## src/rtl/ysyx_23060072_regfile_pkg.sv

```systemverilog
// Shared constants and address rules for the RV32E register file and its scoreboard.
package ysyx_23060072_regfile_pkg;

   localparam int REG_IDX_W = 4;
   localparam int XLEN      = 32;
   localparam int NREG      = 16;

   // Only x1..x15 exist; bit 4 set or x0 means "no register".
   function automatic logic addr_valid(input logic [4:0] addr);
      return (addr[4] == 1'b0) && (addr[3:0] != 4'd0);
   endfunction

endpackage

```

## src/rtl/ysyx_23060072_sb_cnt.sv

```systemverilog
// Saturating up/down counter tracking outstanding writes to one register.
module ysyx_23060072_sb_cnt #(
   parameter int CNT_W = 2
) (
   input  logic             clk,
   input  logic             rst_n,
   input  logic             inc_i,
   input  logic             dec_i,
   output logic [CNT_W-1:0] cnt_o,
   output logic             sat_o,
   output logic             zero_o,
   output logic             underflow_o
);

   localparam logic [CNT_W-1:0] CNT_ZERO = {CNT_W{1'b0}};
   localparam logic [CNT_W-1:0] CNT_ONE  = {{(CNT_W-1){1'b0}}, 1'b1};

   logic [CNT_W-1:0] cnt_q;
   logic [CNT_W-1:0] cnt_d;

   assign cnt_o       = cnt_q;
   assign sat_o       = &cnt_q;
   assign zero_o      = (cnt_q == CNT_ZERO);
   assign underflow_o = dec_i & ~inc_i & zero_o;

   // Next count: simultaneous inc and dec cancel; both ends clamp.
   always_comb begin
      cnt_d = cnt_q;
      case ({inc_i, dec_i})
         2'b10: begin
            if (!sat_o) cnt_d = cnt_q + CNT_ONE;
            else        cnt_d = cnt_q;
         end
         2'b01: begin
            if (!zero_o) cnt_d = cnt_q - CNT_ONE;
            else         cnt_d = cnt_q;
         end
         default: cnt_d = cnt_q;
      endcase
   end

   // Counter state register.
   always_ff @(posedge clk or negedge rst_n) begin
      if (!rst_n) cnt_q <= CNT_ZERO;
      else        cnt_q <= cnt_d;
   end

endmodule

```

## src/rtl/ysyx_23060072_regfile.sv

```systemverilog
// RV32E register file with write-through bypass and per-register in-flight write
// scoreboard that produces the ID hazard stall.
module ysyx_23060072_regfile
   import ysyx_23060072_regfile_pkg::*;
#(
   parameter int NREG  = 16,
   parameter int CNT_W = 2
) (
   input  logic            clk,
   input  logic            rst_n,
   input  logic            wb_flag_i,
   input  logic [4:0]      wb_addr_i,
   input  logic [XLEN-1:0] wb_data_i,
   input  logic            wb_release_i,
   input  logic [4:0]      rs1_addr_i,
   input  logic [4:0]      rs2_addr_i,
   output logic [XLEN-1:0] rs1_data_o,
   output logic [XLEN-1:0] rs2_data_o,
   input  logic            rs1_use_i,
   input  logic            rs2_use_i,
   input  logic            issue_i,
   input  logic [4:0]      issue_rd_i,
   input  logic            issue_wr_i,
   output logic            stall_o
);

   localparam logic [CNT_W-1:0] CNT_ONE = {{(CNT_W-1){1'b0}}, 1'b1};

   logic [XLEN-1:0]      regs_q [NREG];
   logic [CNT_W-1:0]     cnt_s  [NREG];
   logic [NREG-1:0]      inc_s, dec_s, sat_s, zero_s, uf_s;
   logic                 sb_err_q;

   logic [REG_IDX_W-1:0] wb_idx_s, rs1_idx_s, rs2_idx_s, rd_idx_s;
   logic                 pend1_s, pend2_s, sat_hit_s, reserve_s, release_s;

   assign wb_idx_s  = wb_addr_i[REG_IDX_W-1:0];
   assign rs1_idx_s = rs1_addr_i[REG_IDX_W-1:0];
   assign rs2_idx_s = rs2_addr_i[REG_IDX_W-1:0];
   assign rd_idx_s  = issue_rd_i[REG_IDX_W-1:0];

   // Read ports: invalid addresses read zero, a same-cycle write bypasses the array.
   always_comb begin
      rs1_data_o = {XLEN{1'b0}};
      rs2_data_o = {XLEN{1'b0}};
      if (addr_valid(rs1_addr_i)) begin
         if (wb_flag_i && (wb_addr_i == rs1_addr_i)) rs1_data_o = wb_data_i;
         else                                         rs1_data_o = regs_q[rs1_idx_s];
      end else begin
         rs1_data_o = {XLEN{1'b0}};
      end
      if (addr_valid(rs2_addr_i)) begin
         if (wb_flag_i && (wb_addr_i == rs2_addr_i)) rs2_data_o = wb_data_i;
         else                                         rs2_data_o = regs_q[rs2_idx_s];
      end else begin
         rs2_data_o = {XLEN{1'b0}};
      end
   end

   // Hazard detection; a release this cycle already counts as resolved via the bypass.
   always_comb begin
      pend1_s = addr_valid(rs1_addr_i) && !zero_s[rs1_idx_s] &&
                !((cnt_s[rs1_idx_s] == CNT_ONE) && wb_release_i && (wb_addr_i == rs1_addr_i));
      pend2_s = addr_valid(rs2_addr_i) && !zero_s[rs2_idx_s] &&
                !((cnt_s[rs2_idx_s] == CNT_ONE) && wb_release_i && (wb_addr_i == rs2_addr_i));
      sat_hit_s = issue_wr_i && addr_valid(issue_rd_i) && sat_s[rd_idx_s] &&
                  !(wb_release_i && (wb_addr_i == issue_rd_i));
      stall_o   = issue_i && ((rs1_use_i && pend1_s) || (rs2_use_i && pend2_s) || sat_hit_s);
      reserve_s = issue_i && issue_wr_i && !stall_o && addr_valid(issue_rd_i);
      release_s = wb_release_i && addr_valid(wb_addr_i);
   end

   // Per-register reserve/release strobes.
   always_comb begin
      inc_s = {NREG{1'b0}};
      dec_s = {NREG{1'b0}};
      for (int r = 0; r < NREG; r++) begin
         inc_s[r] = reserve_s && (rd_idx_s == REG_IDX_W'(r));
         dec_s[r] = release_s && (wb_idx_s == REG_IDX_W'(r));
      end
   end

   for (genvar g = 0; g < NREG; g++) begin : g_cnt
      ysyx_23060072_sb_cnt #(.CNT_W(CNT_W)) u_cnt (
         .clk         (clk),
         .rst_n       (rst_n),
         .inc_i       (inc_s[g]),
         .dec_i       (dec_s[g]),
         .cnt_o       (cnt_s[g]),
         .sat_o       (sat_s[g]),
         .zero_o      (zero_s[g]),
         .underflow_o (uf_s[g])
      );
   end

   // Register array write port.
   always_ff @(posedge clk or negedge rst_n) begin
      if (!rst_n) begin
         for (int r = 0; r < NREG; r++) regs_q[r] <= {XLEN{1'b0}};
      end else if (wb_flag_i && addr_valid(wb_addr_i)) begin
         regs_q[wb_idx_s] <= wb_data_i;
      end
   end

   // Sticky debug flag for releases without a matching reservation.
   always_ff @(posedge clk or negedge rst_n) begin
      if (!rst_n)      sb_err_q <= 1'b0;
      else if (|uf_s)  sb_err_q <= 1'b1;
      else             sb_err_q <= sb_err_q;
   end

endmodule

```

## config.mk

```make
export PLATFORM = sky130hd
export DESIGN_NAME = ysyx_23060072_regfile
export DESIGN_NICKNAME = d
export VERILOG_FILES = /design/src/rtl/ysyx_23060072_regfile_pkg.sv /design/src/rtl/ysyx_23060072_sb_cnt.sv /design/src/rtl/ysyx_23060072_regfile.sv
export SDC_FILE = /design/constraint.sdc
export NUM_CORES = 1
export LEC_CHECK = 0
export CAP_MARGIN = 20
export CORE_ASPECT_RATIO = 0.5
export CORE_MARGIN = 3
export CORE_UTILIZATION = 23
export CTS_CLUSTER_DIAMETER = 200
export DETAILED_ROUTE_END_ITERATION = 8
export GPL_ROUTABILITY_DRIVEN = 0
export GPL_TIMING_DRIVEN = 0
export PLACE_DENSITY = 0.33
export SLEW_MARGIN = 10
export SYNTH_ARGS = -nofsm -noshare
export SYNTH_HDL_FRONTEND = slang
export SYNTH_SLANG_ARGS = --single-unit
```

## constraint.sdc

```tcl
create_clock -name clk -period 4.3 [get_ports clk]
set_input_delay 0.86 -clock clk [delete_from_list [all_inputs] [get_ports clk]]
set_output_delay 0.86 -clock clk [all_outputs]
set_load 0.005 [all_outputs]
```

==> metrics.yaml, run 1 <==
layout:
  syn2layout_area_growth_pct: 23.4
  layout_commonest_cell: "dfrtp_1"
  fillers: 13400
  ff_latch_area_sq_um: 13600
  fin_nets: 2576
  drive_gt1_frac: 0.450
  multi_input_area_sq_um: 16600
  final_util: 0.289
  layout_common_cells: "dfrtp_1, mux2_2, mux4_2, nand2_1, clkdlybuf4s50_1"
floorplanning:
  die_h_microns: 266
  dieArea_sq_um: 140000
  design.core.area_sq_um: 133000
  die_w_microns: 526
  rows: 94
  io_pins: 125
  start_util: 0.234
pwr:
  peakVddDrop_uv: 270
  power.leakage_nw: 15.8
  power_density_nw_per_um2: 423
drt:
  vias_per_cell: 5.01
  routedWlPerCell_microns: 31.2
  ant_nets: 0
  dr.pass1.iters: 5
  drtIter0Drc: 1798
  wl_microns: 134000
  via_count: 21600
  drc_errors: 0
sta:
  maxSlewHeadroom: 0.206
  tightest_slew_ps: 1190
  rsz0062_at_grt: "yes"
  hold_violations: 0
  finalMaxSlewViolations: 0
  fin_worst_skew_ps: 3.04
  setup_viol: 0
  timing.final.crit_period_ps: 4240
  whs_ps: 98.4
  finalCritPeriodShare: 0.986
  fmaxAchievable_mhz: 236
  final.setup.worst_slack_ps: 59.3
setup_path:
  cp.required_ps: 3440
  crit_type: "primary input to output pin"
  startpoint_type: "primary input"
  cp_max_fo: 10
  cp.arrival_ps: 3380
  end_kind: "output pin"
clock_network:
  cts_tree: "done"
  numCtsBuffers: 59
  h-tree-depth: 2
  path_clk_slew_ps: 60
  clk_root_buffer_cell: "clkbuf_16"
  cts_buffer_depth: 3
  insertion_delay_ps: 650
  cts.sinks: 544
  hold_buffers: 0
synthesis:
  synth_top_area_cell: "dfrtp_1"
  netlist_instances: 2258
  syn_avg_cell_area_sq_um: 13.8
  synthArstFlopShare: 1.00
  synth.distinct_cells: 68
  ys_seq_area_frac: 0.438
  ys_seq_elements: 544
  ys_warn_count: 0
  ys_top_cells_by_area: "dfrtp_1, mux4_2, mux2_2, nand2_1, a21oi_1"
  synth-edff-count: 0
  ys.flop_type: "dfrtp_1"
  synth.top_cell.area_share: 0.438
  synth_area_sq_um: 31100
place:
  dp_hpwl_microns: 90800
  pre_cts_ws_ps: -1650
  port_buffers: 112
global_route:
  grt_pass1_vias: 22100
  antenna_found_initial: 4
  grtUsageTotal: 0.190
  grt_max_degree: 92
  grt_pass1_wl_microns: 186000
  grt_overflow_total: 0
min_path:
  hold_class: "primary input to asynchronous set/reset pin"
run_status:
  status: "finished clean"
job:
  cap_violations: 0
-- flip-flops by register name, summed over array words and instances, names as in the netlist --
name,count
regs_q,512
g_cnt.u_cnt.cnt_o,32
-- metrics by stage --
step	cells	setup TNS [ps]	instance area, sq um	total power [mW]
global placement	4148	-	34400	10.6
detailed placement	4181	-90670	35000	10.7
CTS	4301	0	38200	16.4
global route	4305	-16.8	38300	17.0
floorplan	2260	0	31100	9.22
finish	4306	0	38300	16.2
-- where the power goes --
part	internal (mW)	leakage [nW]	switching, mW	total [mW]
logic	2.30	7.79	1.67	3.97
clock network	3.04	0.978	2.41	5.45
registers	6.08	6.99	0.734	6.81
-- cell usage after synthesis (all sizes together) (2+ instances only) --
cell / count
xnor2: 11
nand4: 4
a211oi: 4
mux4: 330
nor4b: 4
and3: 9
xor2: 3
nor3: 27
conb: 2
nor4: 6
a311oi: 5
a21oi: 105
a22oi: 2
nor2: 53
o21ai: 42
nand3: 19
nor2b: 21
a221oi: 3
nor3b: 10
clkbuf: 137
o211ai: 4
buf: 95
mux2: 481
dfrtp: 544
a21o: 5
and4: 4
nand2: 194
ha: 32
and2: 9
nand2b: 17
or3: 9
inv: 36
and3b: 3
a2111oi: 2
o31ai: 4
o22ai: 4
-- per-layer routing --
layer  share of wire  track usage  vias up
met5               0            0        -
met4           0.020       0.0387        0
met3           0.053       0.0365      134
met2            0.44        0.289      567
met1            0.49        0.281    11900
li1                -            -     9007
-- repair_timing --
action,CTS,global route
gates cloned,8,0
pin swaps,6,0
setup buffers,12,4
endpoints found under the setup margin,65,26
gates resized for setup,306,12
hold endpoints to repair,0,0
-- kinds of logic after synthesis --
kind of cell | Yosys count | synth area share
other cells | 2 | 0.000242
simple gates | 394 | 0.0594
xor+xnor | 14 | 0.00395
buf+inv | 269 | 0.0352
fa+ha+maj | 32 | 0.0129
mux | 812 | 0.414
compound gates | 191 | 0.0362
flops | 544 | 0.438
-- critical path, cell delays in order --
cell and delay, ps:
buf_2 240, buf_4 270, buf_8 280, mux4_2 570, mux4_2 500, nand2_1 100, a21oi_2 70, clkdlybuf4s50_1 470
-- worst paths after layout --
kind                                                       from                              endpoint  slack [ps]  cells past startpoint
max                                               rs1_addr_i[0]                        rs1_data_o[22]          60                      8
max in group asynchronous                                 rst_n               regs_q[103]$_DFFE_PN0P_        2870                      3
max reg2reg                g_cnt[12].u_cnt.cnt_o[1]$_DFFE_PN0P_  g_cnt[15].u_cnt.cnt_o[1]$_DFFE_PN0P_         920                     12
min                                                       rst_n                regs_q[90]$_DFFE_PN0P_         100                      1
min reg2reg                             regs_q[483]$_DFFE_PN0P_               regs_q[483]$_DFFE_PN0P_         480                      1
min in group clk                        regs_q[483]$_DFFE_PN0P_               regs_q[483]$_DFFE_PN0P_         480                      1
-- layout make-up --
cell class | instances | share of cell area
sequential | 544 | 0.355
tap | 1776 | 0.0580
inverter | 37 | 0.00365
multi-input combinational | 1447 | 0.432
buffer | 226 | 0.0471
timing repair buffer | 169 | 0.0525
clock inverter | 17 | 0.00630
antenna | 1 | 0.0000653
clock buffer | 89 | 0.0456
(Power assumes the default switching activity.)
==> run 2, diff against run 1 <==
Settings changed: CTS_CLUSTER_SIZE set to 16, REMOVE_ABC_BUFFERS set to 1.
==> run 2 against run 1 <==
Critical path depth did not move. Wire length fell by 13%. Largest power group unchanged. Setup slack improved by 12 ps. Clock skew rose by 32 ps. Highest routed layer unchanged. Critical path type unchanged.
==> metrics.yaml, run 2 (synthesis gave the netlist of run 1 again) <==
sta:
  setup_viol: 0
  maxSlewHeadroom: 0.362
  hold_violations: 0
  fmaxAchievable_mhz: 236
  timing.final.crit_period_ps: 4230
  finalMaxSlewViolations: 0
  finalCritPeriodShare: 0.983
  fin_worst_skew_ps: 34.8
  tightest_slew_ps: 955
job:
  cap_violations: 0
pwr:
  power_density_nw_per_um2: 384
  power_mw: 14.1
  power.leakage_nw: 15.1
  peakVddDrop_uv: 220
place:
  dp_hpwl_microns: 64200
  place_area_sq_um: 34700
  port_buffers: 124
clock_network:
  numCtsBuffers: 39
  cts_buffer_depth: 3
  h-tree-depth: 2
  cts.sinks: 544
  cts_tree: "done"
  path_clk_slew_ps: 80
  insertion_delay_ps: 620
  clk_root_buffer_cell: "clkbuf_16"
setup_path:
  end_kind: "output pin"
  cp.arrival_ps: 3370
  crit_type: "primary input to output pin"
  cp_max_fo: 15
  cp.required_ps: 3440
  r2r_cells: 11
  startpoint_type: "primary input"
layout:
  top_register: "regs_q"
  layout_commonest_cell: "dfrtp_1"
  fin_nets: 2368
  largest_reg_flops: 512
  drive_gt1_frac: 0.443
  final_util: 0.277
  antenna_cells: 0
  fin_area_sq_um: 36800
  syn2layout_area_growth_pct: 18.3
  fillers: 13400
  layout_common_cells: "dfrtp_1, mux2_2, mux4_2, nand2_1, clkdlybuf4s50_1"
drt:
  drtIter0Drc: 1396
  vias_per_cell: 4.95
  drc_errors: 0
  wl_microns: 117000
  routedWlPerCell_microns: 28.8
  via_count: 20100
  dr.pass1.iters: 7
  ant_nets: 0
min_path:
  hold_class: "primary input to asynchronous set/reset pin"
global_route:
  grt_overflow_total: 0
  grtUsageTotal: 0.165
  grt_max_degree: 97
  grt_pass1_vias: 21100
  grt_pass1_wl_microns: 166000
  antenna_found_initial: 1
floorplanning:
  die_w_microns: 526
  dieArea_sq_um: 140000
  start_util: 0.234
  io_pins: 125
  rows: 94
  die_h_microns: 266
  design.core.area_sq_um: 133000
run_status:
  status: "finished clean"
## run 2: cell types whose count changed in the layout (fill, tap and decap cells not counted), sizes merged, moves of 2 or more
cell and change:
and2 +2, clkbuf -177, bufbuf +8, buf -73
clkinv -11, dlymetal6s2s +2, bufinv -4, clkdlybuf4s50 +5
dlygate4sd2 -6
## run 2: area by class of cell
class	instances	area [sq um]	share of cell area
clock buffers	39	976	0.0265
clock inverters	2	28.8	0.000783
inverters	37	144	0.00391
multi-input cells	1449	16700	0.453
flip-flops and latches	544	13600	0.370
well taps	1776	2220	0.0604
repair buffers	205	3110	0.0847
## run 2: layer usage
layer	track usage	share of wire	up-vias
li1	-	-	8544
met1	0.241	0.49	11100
met2	0.264	0.46	340
met3	0.0205	0.032	107
met4	0.0317	0.017	0
met5	0	0	-
## run 2: worst paths after layout
| check | from | end | slack, ps |
|---|---|---|---|
| min | rst_n | regs_q[193]$_DFFE_PN0P_ | 150 |
| min in group clk | regs_q[502]$_DFFE_PN0P_ | regs_q[502]$_DFFE_PN0P_ | 400 |
| max | rs2_addr_i[0] | rs2_data_o[19] | 70 |
| min reg2reg | regs_q[502]$_DFFE_PN0P_ | regs_q[502]$_DFFE_PN0P_ | 400 |
| max in group asynchronous | rst_n | regs_q[334]$_DFFE_PN0P_ | 2790 |
| max reg2reg | g_cnt[7].u_cnt.cnt_o[0]$_DFFE_PN0P_ | g_cnt[15].u_cnt.cnt_o[1]$_DFFE_PN0P_ | 790 |
## run 2: per-stage QoR
step           TNS (ps)  std cells  setup slack [ps]  hold slack [ps]
2_1_floorplan         0       2028               550              365
3_3_place_gp          -       3928            -25210              377
3_5_place_dp     -40520       3969              -815              383
4_1_cts            -348       4045             -69.4              118
5_1_grt           -17.6       4052             -17.6              140
6_report              0       4052              71.6              150
## run 2: power breakdown
part	leakage [nW]	switching, mW	internal [mW]
Sequential	7.00	0.737	6.06
Combinational	7.57	1.44	2.25
Clock	0.495	2.00	1.63
Total	15.1	4.18	9.94
## run 2: worst max-delay path, cell delays in order
cell,delay (ps)
buf_16,150
buf_16,220
bufbuf_16,380
mux4_2,530
mux4_2,490
nand2_1,90
a21oi_1,70
clkdlybuf4s50_1,490
## run 2: what timing repair did
item                       CTS  global route
buffers inserted            18             4
setup endpoints to repair   65            46
hold buffers                 0             0
hold endpoints to repair     0             0
gates cloned                17             2
gates resized for setup     62            15
pin swaps                    3             1
==> run 3, diff against run 2 <==
--- a/constraint.sdc
+++ b/constraint.sdc
@@ -3,2 +3,2 @@
 set_output_delay 0.86 -clock clk [all_outputs]
-set_load 0.005 [all_outputs]
+set_load 0.01 [all_outputs]
==> run 3 against run 2 <==
First-iteration DRC count is 2.4% lower. Clock skew is 5.7 ps higher. Setup slack worse by 20 ps. Non-clock buffer count stayed put. Combinational power hardly changed. Via count is 0.23% lower. Final cell count stayed put. Power is 0.15% higher. Wire length is 0.31% lower. Count of clock-buffer cells in the layout stayed put. Critical endpoint is now rs2_data_o[15]. Largest cell class unchanged.
==> metrics.yaml, run 3 (synthesis gave the netlist of run 1 again) <==
sta:
  timing.final.crit_period_ps: 4250
  whs_ps: 148
  tightest_slew_ps: 900
  maxSlewHeadroom: 0.395
  fin_worst_skew_ps: 40.5
  fmaxAchievable_mhz: 235
  setup_viol: 0
  finalCritPeriodShare: 0.988
  hold_violations: 0
  rsz0062_at_grt: "yes"
  finalMaxSlewViolations: 0
clock_network:
  cts_tree: "done"
  path_clk_slew_ps: 80
  cts.sinks: 544
  insertion_delay_ps: 630
  numCtsBuffers: 39
  hold_buffers: 0
  h-tree-depth: 2
  cts_buffer_depth: 3
  clk_root_buffer_cell: "clkbuf_16"
floorplanning:
  rows: 94
  die_h_microns: 266
  io_pins: 125
  start_util: 0.234
  dieArea_sq_um: 140000
  die_w_microns: 526
  design.core.area_sq_um: 133000
layout:
  syn2layout_area_growth_pct: 18.3
  layout_commonest_cell: "dfrtp_1"
  fin_area_sq_um: 36800
  fin_nets: 2368
  largest_reg_flops: 512
  layout_common_cells: "dfrtp_1, mux2_2, mux4_2, nand2_1, clkdlybuf4s50_1"
  antenna_cells: 0
  top_register: "regs_q"
  drive_gt1_frac: 0.442
run_status:
  status: "finished clean"
global_route:
  grt_overflow_total: 0
  grt_max_degree: 97
  grt_pass1_wl_microns: 165000
  grt_pass1_vias: 21100
  antenna_found_initial: 1
  grtUsageTotal: 0.164
drt:
  ant_nets: 0
  via_count: 20000
  routedWlPerCell_microns: 28.7
  dr.pass1.iters: 5
  drtIter0Drc: 1363
  vias_per_cell: 4.94
  drc_errors: 0
  wl_microns: 116000
setup_path:
  startpoint_type: "primary input"
  cp_max_fo: 15
  crit_type: "primary input to output pin"
  cp.arrival_ps: 3390
  critPathLaunch: "rs2_addr_i[0]"
  end_kind: "output pin"
  cp.required_ps: 3440
  reg2reg_from: "g_cnt[7].u_cnt.cnt_o[0]$_DFFE_PN0P_"
place:
  place_area_sq_um: 34700
  dp_hpwl_microns: 64200
  port_buffers: 124
pwr:
  power_density_nw_per_um2: 385
  power.leakage_nw: 15.1
  peakVddDrop_uv: 218
job:
  cap_violations: 0
min_path:
  hold_class: "primary input to asynchronous set/reset pin"
run 3: per-stage QoR:
step	setup TNS [ps]	util	setup slack (ps)	cells	total power, mW
global route	-49.1	0.277	-25.6	4052	15.0
detailed placement	-42710	0.262	-849	3969	10.5
global placement	-	0.253	-25210	3928	10.7
CTS	0	0.276	10.7	4045	14.4
finish	0	0.277	52.0	4052	14.1
floorplan	0	-	523	2028	9.06
run 3: final timing paths:
check                                                            to  slack [ps]  depth (start not counted)
max in group asynchronous                   regs_q[281]$_DFFE_PN0P_        2820                          3
worst max-delay path                                 rs2_data_o[15]          50                          8
worst min-delay path                        regs_q[193]$_DFFE_PN0P_         150                          1
worst min register to register              regs_q[489]$_DFFE_PN0P_         400                          0
min in group clk                            regs_q[489]$_DFFE_PN0P_         400                          0
worst max register to register  g_cnt[6].u_cnt.cnt_o[1]$_DFFE_PN0P_         950                         11
run 3: where the power goes:
part	internal [mW]	switching [mW]	leakage, nW
Sequential	6.06	0.741	7.00
Combinational	2.24	1.46	7.63
Clock	1.63	2.01	0.495
Total	9.94	4.21	15.1
run 3: layer usage:
metal / global-route usage / vias up / share of wire
met4: 0.0299 / 0 / 0.015
li1: - / 8547 / -
met3: 0.0200 / 98 / 0.042
met1: 0.240 / 11000 / 0.48
met2: 0.264 / 391 / 0.46
met5: 0 / - / 0
run 3: area by class of cell:
cell class | count | area (sq um)
repair buffers | 205 | 3140
well taps | 1776 | 2220
inverters | 37 | 144
clock buffers | 39 | 976
multi-input cells | 1449 | 16600
clock inverters | 2 | 28.8
fillers | 13400 | 96000
flip-flops and latches | 544 | 13600
run 3: timing repair:
action	4_1_cts	5_1_grt
cloned	17	3
gates resized for setup	63	13
buffers inserted	18	3
setup endpoints to repair	65	56
pin swaps	2	1
run 3: critical path, cell delays in order:
cell and delay, ps:
buf_16 150, buf_16 220, bufbuf_16 370, mux4_2 540, mux4_2 460, nand2_1 100
a21oi_2 100, clkdlybuf4s50_1 540
